==> src/rtl/cfg_frame_parser.sv <==
// rtl/cfg_frame_parser.sv - framed config record parser with word FIFO and source throttling
module cfg_frame_parser #(
    parameter int DATA_WIDTH = 8,
    parameter int WORD_BYTES = 4,
    parameter int ADDR_WIDTH = 8,
    parameter int FIFO_DEPTH = 4
) (
    input  logic                             i_clk,
    input  logic                             i_rst,
    input  logic                             i_enable,
    output logic                             o_pump_enable,
    input  logic                             i_data_valid,
    input  logic [DATA_WIDTH-1:0]            iv_data,
    output logic                             o_wr_valid,
    input  logic                             i_wr_ready,
    output logic [ADDR_WIDTH-1:0]            ov_wr_addr,
    output logic [DATA_WIDTH*WORD_BYTES-1:0] ov_wr_data,
    output logic                             o_frame_done,
    output logic                             o_frame_ok,
    output logic                             o_overflow,
    output logic [7:0]                       ov_err_cnt
);

    localparam int WW = DATA_WIDTH * WORD_BYTES;
    localparam int EW = ADDR_WIDTH + WW;
    localparam int PW = $clog2(FIFO_DEPTH);
    localparam int CW = PW + 1;
    localparam int BW = (WORD_BYTES > 1) ? $clog2(WORD_BYTES) : 1;
    localparam logic [DATA_WIDTH-1:0] SYNC = DATA_WIDTH'(8'hA5);

    typedef enum logic [2:0] {
        S_HUNT,
        S_ADDR,
        S_LEN,
        S_PAY,
        S_CHK
    } state_t;

    state_t                  state;
    logic [DATA_WIDTH-1:0]   csum;
    logic [DATA_WIDTH-1:0]   words_left;
    logic [BW-1:0]           byte_idx;
    logic [ADDR_WIDTH-1:0]   cur_addr;
    logic [WW-1:0]           word_sr;
    logic [WW-1:0]           next_word;

    // Word staged for the FIFO; it lands one cycle after its last byte
    logic                    push_req;
    logic [ADDR_WIDTH-1:0]   push_addr;
    logic [WW-1:0]           push_word;

    logic [EW-1:0]           mem [FIFO_DEPTH];
    logic [PW-1:0]           wr_ptr;
    logic [PW-1:0]           rd_ptr;
    logic [CW-1:0]           count;
    logic [CW-1:0]           count_next;
    logic                    pop;
    logic                    full;
    logic                    push_ok;

    assign next_word = (word_sr << DATA_WIDTH) | WW'(iv_data);

    // Frame parser: advances only on valid bytes, tracks checksum and word assembly
    always_ff @(posedge i_clk) begin
        if (!i_rst) begin
            state        <= S_HUNT;
            csum         <= '0;
            words_left   <= '0;
            byte_idx     <= '0;
            cur_addr     <= '0;
            word_sr      <= '0;
            push_req     <= 1'b0;
            push_addr    <= '0;
            push_word    <= '0;
            o_frame_done <= 1'b0;
            o_frame_ok   <= 1'b0;
            ov_err_cnt   <= '0;
        end else begin
            push_req     <= 1'b0;
            o_frame_done <= 1'b0;
            if (i_data_valid) begin
                case (state)
                    S_HUNT: begin
                        if (iv_data == SYNC) state <= S_ADDR;
                    end
                    S_ADDR: begin
                        cur_addr <= ADDR_WIDTH'(iv_data);
                        csum     <= iv_data;
                        state    <= S_LEN;
                    end
                    S_LEN: begin
                        if (iv_data == '0) begin
                            if (ov_err_cnt != 8'hFF) ov_err_cnt <= ov_err_cnt + 8'd1;
                            state <= S_HUNT;
                        end else begin
                            words_left <= iv_data;
                            csum       <= csum ^ iv_data;
                            byte_idx   <= '0;
                            state      <= S_PAY;
                        end
                    end
                    S_PAY: begin
                        csum    <= csum ^ iv_data;
                        word_sr <= next_word;
                        if (byte_idx == BW'(WORD_BYTES - 1)) begin
                            push_req   <= 1'b1;
                            push_addr  <= cur_addr;
                            push_word  <= next_word;
                            cur_addr   <= cur_addr + 1'b1;
                            byte_idx   <= '0;
                            words_left <= words_left - 1'b1;
                            if (words_left == DATA_WIDTH'(1)) state <= S_CHK;
                        end else begin
                            byte_idx <= byte_idx + 1'b1;
                        end
                    end
                    S_CHK: begin
                        o_frame_done <= 1'b1;
                        o_frame_ok   <= (csum == iv_data);
                        if (csum != iv_data && ov_err_cnt != 8'hFF)
                            ov_err_cnt <= ov_err_cnt + 8'd1;
                        state <= S_HUNT;
                    end
                    default: state <= S_HUNT;
                endcase
            end
        end
    end

    assign pop        = o_wr_valid && i_wr_ready;
    assign full       = (count == CW'(FIFO_DEPTH));
    assign push_ok    = push_req && (!full || pop);
    assign count_next = count + CW'(push_ok) - CW'(pop);

    // Output FIFO plus throttle; a pop while full frees the slot the push reuses
    always_ff @(posedge i_clk) begin
        if (!i_rst) begin
            for (int i = 0; i < FIFO_DEPTH; i++) mem[i] <= '0;
            wr_ptr        <= '0;
            rd_ptr        <= '0;
            count         <= '0;
            o_overflow    <= 1'b0;
            o_pump_enable <= 1'b0;
        end else begin
            if (push_ok) begin
                mem[wr_ptr] <= {push_addr, push_word};
                wr_ptr      <= wr_ptr + 1'b1;
            end
            if (pop) rd_ptr <= rd_ptr + 1'b1;
            count <= count_next;
            if (push_req && !push_ok) o_overflow <= 1'b1;
            o_pump_enable <= i_enable && (count_next <= CW'(FIFO_DEPTH - 2));
        end
    end

    assign o_wr_valid = (count != '0);
    assign {ov_wr_addr, ov_wr_data} = mem[rd_ptr];

endmodule

==> config.mk <==
export PLATFORM = sky130hd
export DESIGN_NAME = cfg_frame_parser
export DESIGN_NICKNAME = d
export VERILOG_FILES = /design/src/rtl/cfg_frame_parser.sv
export SDC_FILE = /design/constraint.sdc
export NUM_CORES = 1
export LEC_CHECK = 0
export CORE_AREA = 2 2 151 153
export CTS_CLUSTER_DIAMETER = 120
export DETAILED_ROUTE_END_ITERATION = 12
export DIE_AREA = 0 0 153 155
export PLACE_DENSITY = 0.8
export REMOVE_ABC_BUFFERS = 1
export SLEW_MARGIN = 25
export SYNTH_ARGS = -nofsm -noshare
export SYNTH_HDL_FRONTEND = slang
export SYNTH_SLANG_ARGS = --single-unit
==> constraint.sdc <==
create_clock -name i_clk -period 2.6 [get_ports i_clk]
set_clock_uncertainty 0.1 [all_clocks]
set_input_delay 0.39 -clock i_clk [delete_from_list [all_inputs] [get_ports i_clk]]
set_output_delay 0.39 -clock i_clk [all_outputs]
set_load 0.05 [all_outputs]
==> flow_metrics.tcl <==
set metrics [dict create \
    status "finished clean" \
    dp_hpwl_um 15810 \
    grt_use_total_pct 22.27 \
    layout_commonest_cell "nand2_1" \
    cts_buffers 28 \
    yosys_register_bits 275 \
    finalHoldViolCount 0 \
    synthCells 1079 \
    dieArea_um2 23720 \
    drtAntennaViolNets 0 \
    rsz0062_at_grt "no" \
    fin_nets 1174 \
    syn2layout_area_growth_pct 17.37 \
    clock_path_buffers 3 \
    finish.instance_area_um2 13810 \
    row_count 55 \
    drive_gt1_share_pct 16.17 \
    worstPathRequired_ns 2.99 \
    dr_total_vias 8236 \
    cp.arrival_ns 2.85 \
    min_period_ns 2.459 \
    grt_max_degree 101 \
    drc 0 \
    crit_path_end_kind "flip-flop" \
    drv_cap 0 \
    async_flop_share_pct 0 \
    synth_top_area_share_pct 40.82 \
    clk-insertion-delay-late_ns 0.56 \
    clkSinkCount 275 \
    place.gp.congestion 0.8491 \
    initial_core_util_pct 52.95 \
    viasPerCell 5.641 \
    slew_viol_final 0 \
    wl_per_cell_um 17.94 \
    critPathMaxFanout 4 \
    die_w_um 153 \
    hold_buffers 0 \
    critPathLaunchType "flip-flop" \
    total_power_mw 9.157 \
    antenna_cells 0 \
    timing.hold.ws_ns 0.3174 \
    power_leakage_nw 4.725 \
    final_core_util_pct 62.15 \
    antenna_found_initial 0 \
    timing.final.crit_share_pct 94.59 \
    seq_area_frac_synth_pct 60.38 \
    grt_pass1_vias 8359 \
    grt_pass1_wl_um 42330 \
    synth_edf_count 160 \
    clkSlewWorstSetupHoldPaths_ns 0.06 \
    post_synth_num_cell_types 57 \
    syn_area_um2 11770 \
    synthFlopType "edfxtp_1" \
    yosysTopAreaCell "edfxtp_1" \
    cts_tree "yes" \
    powerDensity_nw_per_um2 662.8 \
    first_pass_iters 5 \
    ir_drop_mv 0.5621 \
    portBuffers 65 \
    io_pins 66 \
    grt_overflow 0 \
    yosys_warnings 0 \
    synth.area.top_cells "edfxtp_1, dfxtp_1, mux4_2" \
    layout_setup_ws_ns 0.1406 \
    setup_viol 0 \
    slew_headroom_pct 47.20 \
    postPlaceCellArea_um2 12920 \
    core_area_um2 22230 \
    htreeDepth 1 \
    root_buffer "clkbuf_16" \
    wl_um 26190 \
    postSynthAreaPerCell_um2 10.91 \
    drt-initial-drc-count 626 \
    max_freq_mhz 406.6 \
    preCtsSetupSlack_ns -0.2795 \
    final_cell_mix "nand2_1, edfxtp_1, nor2_1" \
    crit_type "reg -> reg" \
    die_h_um 155 \
    tightest_slew_ns 0.7860 \
    hold_class "in -> reg" \
]
## final timing paths
path               start            end  slack (ns)  cells past startpoint
max             count[1]  o_pump_enable        0.14                     10
min reg2reg  word_sr[22]  push_word[30]        0.35                      2
min             i_enable  o_pump_enable        0.32                      2
max reg2reg     count[1]  o_pump_enable        0.14                     10
## routing by layer
layer | share of wire, % | GRT usage, % | vias to the layer above
met4 | 2.0 | 6.217 | 0
met3 | 5.8 | 2.702 | 45
met2 | 52 | 40.47 | 265
met1 | 41 | 28.33 | 4039
met5 | 0 | 0 | -
li1 | - | - | 3887
## cell type report
cell class                      count  area [µm²]
Tap cell                          285       356.6
Fill cell                        1762        8413
Multi-Input combinational cell    693        4170
Clock inverter                      9       68.82
Sequential cell                   275        7112
Timing Repair Buffer              114        1156
Clock buffer                       43       797.0
Inverter                           41       153.9
## state kept, by name, summed over array words and instances (netlist names), named ones only
register / count
state: 3
count: 3
words_left: 8
push_req: 1
o_frame_done: 1
o_overflow: 1
o_pump_enable: 1
mem: 160
push_addr: 8
o_frame_ok: 1
ov_err_cnt: 8
byte_idx: 2
wr_ptr: 2
word_sr: 24
csum: 8
cur_addr: 8
rd_ptr: 2
push_word: 32
## worst max-delay path: stages, from the launching register on
cell      delay (ns)
dfxtp_1         0.37
or3_4           0.35
and2_1          0.19
ha_1            0.27
inv_1           0.05
ha_1            0.12
inv_1           0.05
fa_2            0.33
xor2_1          0.16
xnor2_1         0.21
o2111a_1        0.20
## power breakdown
group,internal (mW),switching [mW]
logic,0.228,0.381
clock network,2.11,1.62
registers,4.75,0.0647
total,7.09,2.07
## cells by family after synthesis
logic type | after synthesis | synth area share [%]
AO/OA/AOI/OAI | 168 | 8.026
XOR/XNOR | 14 | 1.042
adder cells (fa/ha/maj) | 8 | 0.9142
buffers and inverters | 111 | 4.422
flip-flops | 275 | 60.38
multiplexers | 43 | 7.909
AND/OR/NAND/NOR | 460 | 17.31
## per-stage QoR
step | cells | TNS [ns]
after global routing | 1460 | 0
final | 1460 | 0
after CTS | 1459 | 0
after global placement | 1407 | -0.3924
after floorplan | 1009 | -259.96
after detailed placement | 1407 | -0.5046
## cells in the mapped netlist, types with 3 or more instances
master    instances
nand2_1         207
nand3_1          12
xnor2_1          12
edfxtp_1        160
dfxtp_1         115
or4_1             4
a21oi_1          97
buf_2             9
and3_1            4
nor2_1          131
nor3_1           12
mux2i_1           3
o31ai_1           4
clkbuf_8          3
o211ai_1          5
a211oi_1          3
ha_1              7
nand2b_1         10
and2_1           45
nor3b_1           3
mux4_2           40
inv_1            41
nand4_1           5
o21ai_0          42
a31oi_1           3
clkbuf_1         49
or3_1            10
nor2b_1           3
buf_6             3
## timing repair
| action | in CTS | in global routing |
|---|---|---|
| buffers inserted | 0 | 1 |
| pin swaps | 0 | 1 |
| endpoints found under the hold margin | 0 | 0 |
| gates resized for setup | 1 | 3 |
| endpoints found under the setup margin | 34 | 6 |
(Power assumes the default switching activity.)
